File: src/rtl/gcd_engine.sv
// Iterative subtractive GCD engine with valid/ready handshakes on both sides.
// One subtraction per CALC cycle; the result is held in DONE until it is consumed.
module gcd_engine #(
  parameter int WIDTH = 16
) (
  input  logic             clk,
  input  logic             rst,
  input  logic             in_valid,
  output logic             in_ready,
  input  logic [WIDTH-1:0] a_in,
  input  logic [WIDTH-1:0] b_in,
  output logic             out_valid,
  input  logic             out_ready,
  output logic [WIDTH-1:0] gcd_out,
  output logic [WIDTH-1:0] iter_count,
  output logic             zero_flag
);

  localparam logic [WIDTH-1:0] ZERO_W = {WIDTH{1'b0}};
  localparam logic [WIDTH-1:0] ONE_W  = {{(WIDTH-1){1'b0}}, 1'b1};

  typedef enum logic [1:0] {
    IDLE = 2'd0,
    CALC = 2'd1,
    DONE = 2'd2
  } state_t;

  state_t           state_r, state_s;
  logic [WIDTH-1:0] a_r, a_s;
  logic [WIDTH-1:0] b_r, b_s;
  logic [WIDTH-1:0] cnt_r, cnt_s;
  logic [WIDTH-1:0] res_r, res_s;
  logic [WIDTH-1:0] iter_r, iter_s;
  logic             zf_r, zf_s;
  logic             in_ready_r, in_ready_s;
  logic             out_valid_r, out_valid_s;

  logic             a_zero_s;
  logic             b_zero_s;
  logic             a_gt_b_s;
  logic             term_s;
  logic [WIDTH-1:0] a_minus_b_s;
  logic [WIDTH-1:0] b_minus_a_s;

  // The larger operand is always the minuend, so neither difference can underflow when used.
  assign a_zero_s    = (a_r == ZERO_W);
  assign b_zero_s    = (b_r == ZERO_W);
  assign a_gt_b_s    = (a_r > b_r);
  assign term_s      = (a_r == b_r) || a_zero_s || b_zero_s;
  assign a_minus_b_s = a_r - b_r;
  assign b_minus_a_s = b_r - a_r;

  // Next-state and next-register values; everything holds unless a transition says otherwise.
  always_comb begin
    state_s     = state_r;
    a_s         = a_r;
    b_s         = b_r;
    cnt_s       = cnt_r;
    res_s       = res_r;
    iter_s      = iter_r;
    zf_s        = zf_r;
    in_ready_s  = in_ready_r;
    out_valid_s = out_valid_r;

    case (state_r)
      IDLE: begin
        if (in_valid) begin
          a_s        = a_in;
          b_s        = b_in;
          cnt_s      = ZERO_W;
          in_ready_s = 1'b0;
          state_s    = CALC;
        end else begin
          state_s    = IDLE;
        end
      end

      CALC: begin
        if (term_s) begin
          res_s       = a_zero_s ? b_r : a_r;
          iter_s      = cnt_r;
          zf_s        = a_zero_s && b_zero_s;
          out_valid_s = 1'b1;
          state_s     = DONE;
        end else if (a_gt_b_s) begin
          a_s   = a_minus_b_s;
          cnt_s = cnt_r + ONE_W;
        end else begin
          b_s   = b_minus_a_s;
          cnt_s = cnt_r + ONE_W;
        end
      end

      DONE: begin
        // Results are zeroed on the way out so they read 0 whenever out_valid is low.
        if (out_ready) begin
          res_s       = ZERO_W;
          iter_s      = ZERO_W;
          zf_s        = 1'b0;
          out_valid_s = 1'b0;
          in_ready_s  = 1'b1;
          state_s     = IDLE;
        end else begin
          state_s     = DONE;
        end
      end

      default: begin
        a_s         = ZERO_W;
        b_s         = ZERO_W;
        cnt_s       = ZERO_W;
        res_s       = ZERO_W;
        iter_s      = ZERO_W;
        zf_s        = 1'b0;
        out_valid_s = 1'b0;
        in_ready_s  = 1'b1;
        state_s     = IDLE;
      end
    endcase
  end

  // State and datapath registers; reset discards any in-flight computation.
  always_ff @(posedge clk or posedge rst) begin
    if (rst) begin
      state_r     <= IDLE;
      a_r         <= ZERO_W;
      b_r         <= ZERO_W;
      cnt_r       <= ZERO_W;
      res_r       <= ZERO_W;
      iter_r      <= ZERO_W;
      zf_r        <= 1'b0;
      in_ready_r  <= 1'b1;
      out_valid_r <= 1'b0;
    end else begin
      state_r     <= state_s;
      a_r         <= a_s;
      b_r         <= b_s;
      cnt_r       <= cnt_s;
      res_r       <= res_s;
      iter_r      <= iter_s;
      zf_r        <= zf_s;
      in_ready_r  <= in_ready_s;
      out_valid_r <= out_valid_s;
    end
  end

  assign in_ready   = in_ready_r;
  assign out_valid  = out_valid_r;
  assign gcd_out    = res_r;
  assign iter_count = iter_r;
  assign zero_flag  = zf_r;

endmodule

File: config.mk
export PLATFORM = sky130hd
export DESIGN_NAME = gcd_engine
export DESIGN_NICKNAME = d
export VERILOG_FILES = /design/src/rtl/gcd_engine.sv
export SDC_FILE = /design/constraint.sdc
export NUM_CORES = 1
export LEC_CHECK = 0
export ABC_AREA = 1
export BUFFER_PORTS_ARGS = -buffer_cell sky130_fd_sc_hd__buf_2
export CAP_MARGIN = 20
export CORE_MARGIN = 3
export CORE_UTILIZATION = 38
export CTS_BUF_LIST = sky130_fd_sc_hd__clkbuf_4 sky130_fd_sc_hd__clkbuf_8
export DETAILED_ROUTE_END_ITERATION = 7
export PLACE_DENSITY = 0.67
export SETUP_SLACK_MARGIN = 0.02
export SLEW_MARGIN = 25
export SYNTH_ARGS = -nofsm -noshare
export SYNTH_HDL_FRONTEND = slang
export SYNTH_SLANG_ARGS = --single-unit
File: constraint.sdc
create_clock -name clk -period 4.25 [get_ports clk]
set_clock_uncertainty 0.1 [all_clocks]
set_input_delay 0.425 -clock clk [delete_from_list [all_inputs] [get_ports clk]]
set_output_delay 0.425 -clock clk [all_outputs]
set_load 0.1 [all_outputs]
### Yosys cells after proc, flatten, opt, wreduce, memory -nomap -nowiden

Index checks and enable logic that the tools add are counted.

| word-level totals | value |
|---|---|
| register bits | 85 |
| output and inout port bits | 35 |

| operators by class | value |
|---|---|
| add/sub/neg operators | 3 |
| magnitude comparators | 1 |
| equal/unequal tests | 9 |
| mux-type cells | 29 |
| bitwise gates (word level) | 3 |
| reduce and logical (&&, ||, !) cells | 11 |

Operators by type and width:

| operator | number |
|---|---|
| $pmux 16 s3 | 5 |
| $mux 16 | 12 |
| $logic_not 16->1 | 2 |
| $sub 16x16->16 | 2 |
| $add 16x1->16 const B | 1 |
| $eq 16x16->1 | 1 |
| $gt 16x16->1 | 1 |
| $ne 2x2->1 const B | 6 |
| $pmux 1 s3 | 3 |
| $reduce_and 3->1 | 3 |
| $reduce_and 4->1 | 2 |
| $mux 1 | 6 |
| $pmux 2 s3 | 1 |
| $mux 2 | 2 |
| $not 1->1 | 3 |
| $eq 2x1->1 const B | 1 |
| $eq 2x2->1 const B | 1 |
| $logic_not 2->1 | 1 |
| $logic_or 1x1->1 | 2 |
| $logic_and 1x1->1 | 1 |

### Logic depth before layout (Yosys ltp)

| depth | value |
|---|---|
| depth after elaboration | 5 |
| gate-level depth with buffers | 16 |
| mapped depth without buffers | 15 |

### Worst setup path before layout

No wires, ideal clock.

| timing path | value |
|---|---|
| path kind | reg2reg |
| start | register a_r[0] |
| end | register b_r[8] |
| library setup time | 65 ps |
| data arrival time | 2034 ps |
| required time | 4085 ps |
| slack | 2051 ps |
| stages on the path, launching flop included | 17 |
| path buffers | 1 |
| clock period less this slack | 2199 ps |
| cells stage by stage | dfrtp_1 > inv_1 > ha_1 > inv_1 > fa_1 > nand3_1 > nand3_1 > nand2_1 > nand2_1 > nand2_1 > nand2_1 > nand3_1 > inv_2 > nor2_4 > buf_6 > nand2_1 > nand2_1 |

| between the ends | value |
|---|---|
| word-level cells in the longest chain between the ends | 5 |
| elaborated cells between the ends (all ways) | 12 |

RTL lines:

| item | RTL line | text |
|---|---|---|
| start: declaration | 29 | `logic [WIDTH-1:0] a_r, a_s;` |
| start signal: assignment | 136 | `a_r <= a_s;` |
| branches (longest 5 deep; another with $sub 16x16->16) | n/a |  |
| end signal: assignment | 137 | `b_r <= b_s;` |
| end: declaration | 30 | `logic [WIDTH-1:0] b_r, b_s;` |

Several ways; the timed one is not identified. The select of a mux whose other input is x is not followed.
A chain may end at the register's enable or synchronous reset.

### Worst setup path after layout

| timing path | value |
|---|---|
| start | register a_r[10] |
| end | register res_r[15], in the netlist gcd_out[15] |

| between the ends | value |
|---|---|
| word-level cells in the longest chain between the ends | 5 |
| elaborated cells between the ends (all ways) | 9 |

RTL lines:

| item | RTL line | text |
|---|---|---|
| $eq 16x16->1 / $logic_not 16->1 (equally long branches) | 49, 46 |  |
| $logic_or 1x1->1 (2 in series) | 49 | `assign term_s = (a_r == b_r) \|\| a_zero_s \|\| b_zero_s;` |
| $ne 2x2->1 (no line) | n/a |  |
| $reduce_and 3->1 (no line) | n/a |  |
| end signal: assignment | 139 | `res_r <= res_s;` |
| end: declaration | 32 | `logic [WIDTH-1:0] res_r, res_s;` |

Several ways; a longest one is shown, not always the timed one. The select of a mux whose other input is x is not followed.

==> out/results.md <==
| Parameter | This run | Unit |
| --- | --- | --- |
| Number of buffers created by CTS | 9 | - |
| Total core area | 16000 | um^2 |
| Yosys Warn Count | 0 | - |
| Status | complete, no violations | - |
| Residual DRC | 0 | - |
| Number of setup violations in the final report | 0 | - |
| Fraction of final layout cells sized beyond drive strength 1 | 0.121 | - |
| Critical path launch point type | flop | - |
| Fill cell total of the finished layout | 1731 | - |
| Data arrival time of the worst path | 3.00 | ns |
| Slew Limit Fails | 0 | - |
| Placer's final routability congestion estimate | 0.965 | - |
| Synth cell types | 37 | - |
| Overall die area | 18100 | um^2 |
| Die Height | 134 | um |
| Buffer cell driving the clock tree root | clkbuf_8 | - |
| RSZ-0062 raised after global routing | false | - |
| Critical-path maximum fanout | 13 | - |
| Synthesized area per cell | 6.50 | um^2 |
| Sink Count | 85 | - |
| Period Utilization, post-route | 0.655 | - |
| Wire length of the first global-routing pass | 28700 | um |
| Area growth from synthesis to layout | 11.5 | % |
| Accumulated negative setup slack | 0 | ns |
| Per-cell routed wire length | 14.2 | um |
| Area of the mapped netlist | 6270 | um^2 |
| Number of nets in the layout | 1096 | - |
| Hold/Removal Path Class | input pin to async pin | - |
| Iter 0 DRT Violations | 633 | - |
| Final Routed Wirelength | 17700 | um |
| Peak supply drop | 0.000303 | V |
| Initial core utilization | 0.392 | - |
| Vias after detailed routing | 5958 | - |
| MaxCap Viol Count | 0 | - |
| Sequential-to-total area share from yosys stat | 0.339 | - |
| Half-perimeter wire length of the detailed placement result | 13200 | um |
| Crit. End Element | flop | - |
| Static leakage | 0.00384 | uW |
| Worst reg2reg path depth | 13 | - |
| Post-layout min period | 2.78 | ns |
| Post-synthesis sequential element count | 85 | - |
| Setup slack on the worst flop-to-flop path | 1.47 | ns |
| Clk_lat worst skew | 0.39 | ns |
| H-Tree Depth | 3 | - |
| Endpoints failing hold | 0 | - |
| Resized cells post-CTS | 0 | - |
| I/O Buffers | 70 | - |
| Horizontal extent of the die | 134 | um |
| Cell count after synthesis | 965 | - |
| WP data required | 4.47 | ns |
| Upper clock frequency limit | 359 | MHz |
| Boundary pin count | 71 | - |
| Routed Antenna Nets | 0 | - |
| Actual transition at the worst max-transition pin | 0.730 | ns |
| Net count of the mapped netlist | 1035 | - |
| Maximum number of pins on one net before global-route repair | 55 | - |
| Antenna violations before repair | 0 | - |
| Setup Slack @ Placement | 1.48 | ns |
| Post-CTS setup buffers | 0 | - |
| Total iterations of the first detailed-routing run | 6 | - |
| Overall routing resource usage | 0.200 | - |
| CTS clk-pin slew, worst paths | 0.10 | ns |
| Start-to-end type of the worst setup path | flop to flop | - |
| Max_slew headroom | 0.512 | - |
| Number of rows created at floorplan | 46 | - |
| Via count of the first global-routing pass | 5601 | - |
| Hold-fix buffers, CTS | 0 | - |
| Via density per instance | 4.78 | - |
| Power density normalized to cell area | 809 | nW/um^2 |
| Worst setup slack after layout | 1.47 | ns |
| Clock tree from TritonCTS | built | - |
| Global route overflow | 0 | - |
| Clock buffer depth | 2 | - |
| Antenna diode count | 0 | - |
==> cell usage after synthesis <==
master	n	share of area
nor2_2	1	0.0010
inv_4	1	0.0010
nand3_1	45	0.036
nand3_2	1	0.0016
buf_1	2	0.0012
inv_2	6	0.0036
a21oi_1	28	0.022
o21ai_0	78	0.062
xnor2_1	2	0.0028
nand3_4	1	0.0028
a21oi_2	1	0.0014
inv_1	149	0.089
nor2_1	69	0.041
nand2_4	3	0.0054
a21oi_4	1	0.0026
and2_1	2	0.0020
clkbuf_1	6	0.0036
nor3b_1	1	0.0012
xor2_1	12	0.017
nand4_1	10	0.010
nand2_1	384	0.23
fa_1	2	0.0064
buf_4	3	0.0036
o21ai_2	1	0.0014
nand3b_1	2	0.0024
a31o_2	1	0.0014
nor3_1	6	0.0048
nor2_4	4	0.0072
a22o_1	2	0.0028
nor3_4	1	0.0026
dfstp_2	1	0.0042
buf_2	11	0.0088
ha_1	32	0.064
nand2_2	6	0.0060
dfrtp_1	84	0.34
buf_6	5	0.0090
nand2_8	1	0.0032
==> kinds of logic (layout without fill, tap and decap cells) <==
family / after synthesis / in the layout / share of synthesized area
AO/OA/AOI/OAI: 112 / 112 / 0.0941
XOR/XNOR: 14 / 14 / 0.0195
adder cells (fa/ha/maj): 34 / 34 / 0.0702
buffers and inverters: 183 / 249 / 0.120
flip-flops: 85 / 85 / 0.339
AND/OR/NAND/NOR: 537 / 537 / 0.357
==> layout make-up <==
| cell class | count | area (um^2) | share of cell area |
|---|---|---|---|
| clock inverter | 7 | 81.3 | 0.0116 |
| sequential | 85 | 2130 | 0.304 |
| multi-input combinational | 697 | 3400 | 0.486 |
| timing repair buffer | 77 | 403 | 0.0576 |
| clock buffer | 9 | 124 | 0.0177 |
| tap | 216 | 270 | 0.0386 |
| inverter | 156 | 591 | 0.0845 |
==> state kept, by name, summed over array words and instances (netlist names) <==
name / count
b_r: 16
state_r: 2
a_r: 16
out_valid: 1
cnt_r: 16
gcd_out: 16
zero_flag: 1
iter_count: 16
in_ready: 1
==> final timing paths <==
kind | from | endpoint
worst max-delay path | a_r[10]$_DFFE_PP0P_ | gcd_out[15]$_DFFE_PP0P_
worst min-delay path | rst | iter_count[11]$_DFFE_PP0P_
worst max register to register | a_r[10]$_DFFE_PP0P_ | gcd_out[15]$_DFFE_PP0P_
worst min register to register | in_ready$_DFFE_PP1P_ | in_ready$_DFFE_PP1P_
max in group asynchronous | rst | b_r[9]$_DFFE_PP0P_
min in group clk | in_valid | state_r[0]$_DFFE_PP0N_
==> power breakdown <==
| group | total [uW] | switching, uW | internal (uW) | leakage [uW] |
|---|---|---|---|---|
| combinational | 3840 | 2700 | 1140 | 0.00260 |
| sequential | 1200 | 204 | 998 | 0.00114 |
| clock | 619 | 338 | 281 | 0.000106 |
| total | 5660 | 3240 | 2420 | 0.00384 |
==> cell usage in the layout (no fill, tap or decap), types with 2 or more instances in the layout <==
cell / n
clkinv_4: 2
nand3b_1: 2
a22o_1: 2
nand2_2: 6
nor2_4: 4
nor2_1: 68
nor2_2: 2
inv_4: 2
o21ai_0: 78
buf_2: 70
nand4_1: 10
inv_1: 148
nand3_1: 45
buf_4: 7
nor3_1: 6
a21oi_1: 28
clkbuf_8: 9
fa_1: 2
nand2_4: 3
nand2_1: 384
and2_1: 2
xnor2_1: 2
dfrtp_1: 84
inv_6: 2
inv_2: 6
xor2_1: 12
ha_1: 32
==> through the flow <==
stage / hold slack (ns) / cell area [um^2] / std cells / total power, uW / util
4_1_cts: 0.133 / 6990 / 1247 / 5630 / 0.437
5_1_grt: 0.0841 / 6990 / 1247 / 6230 / 0.437
6_report: 0.0354 / 6990 / 1247 / 5660 / 0.437
2_1_floorplan: 0.371 / 6270 / 965 / 4110 / -
3_3_place_gp: 0.393 / 6790 / 1231 / 4970 / 0.424
3_5_place_dp: 0.404 / 6790 / 1231 / 4990 / 0.424
==> worst max-delay path, cell delays in order (launching register included) <==
cell and delay [ns]:
dfrtp_1 0.44, inv_1 0.07, ha_1 0.44, nand2_2 0.11, inv_2 0.09, nand2_2 0.09
nor2_4 0.12, nand2_2 0.10, nand3_4 0.10, nand2_4 0.08, inv_1 0.46, buf_4 0.29
o21ai_0 0.14, o21ai_0 0.10
==> metal layers <==
layer / vias to the layer above / part of all wire / track usage
li1: 3075 / - / -
met1: 2669 / 0.48 / 0.290
met2: 189 / 0.42 / 0.297
met3: 25 / 0.069 / 0.0358
met4: 0 / 0.024 / 0.0741
met5: - / 0 / 0
No activity file was read; power rests on OpenSTA's default activity.
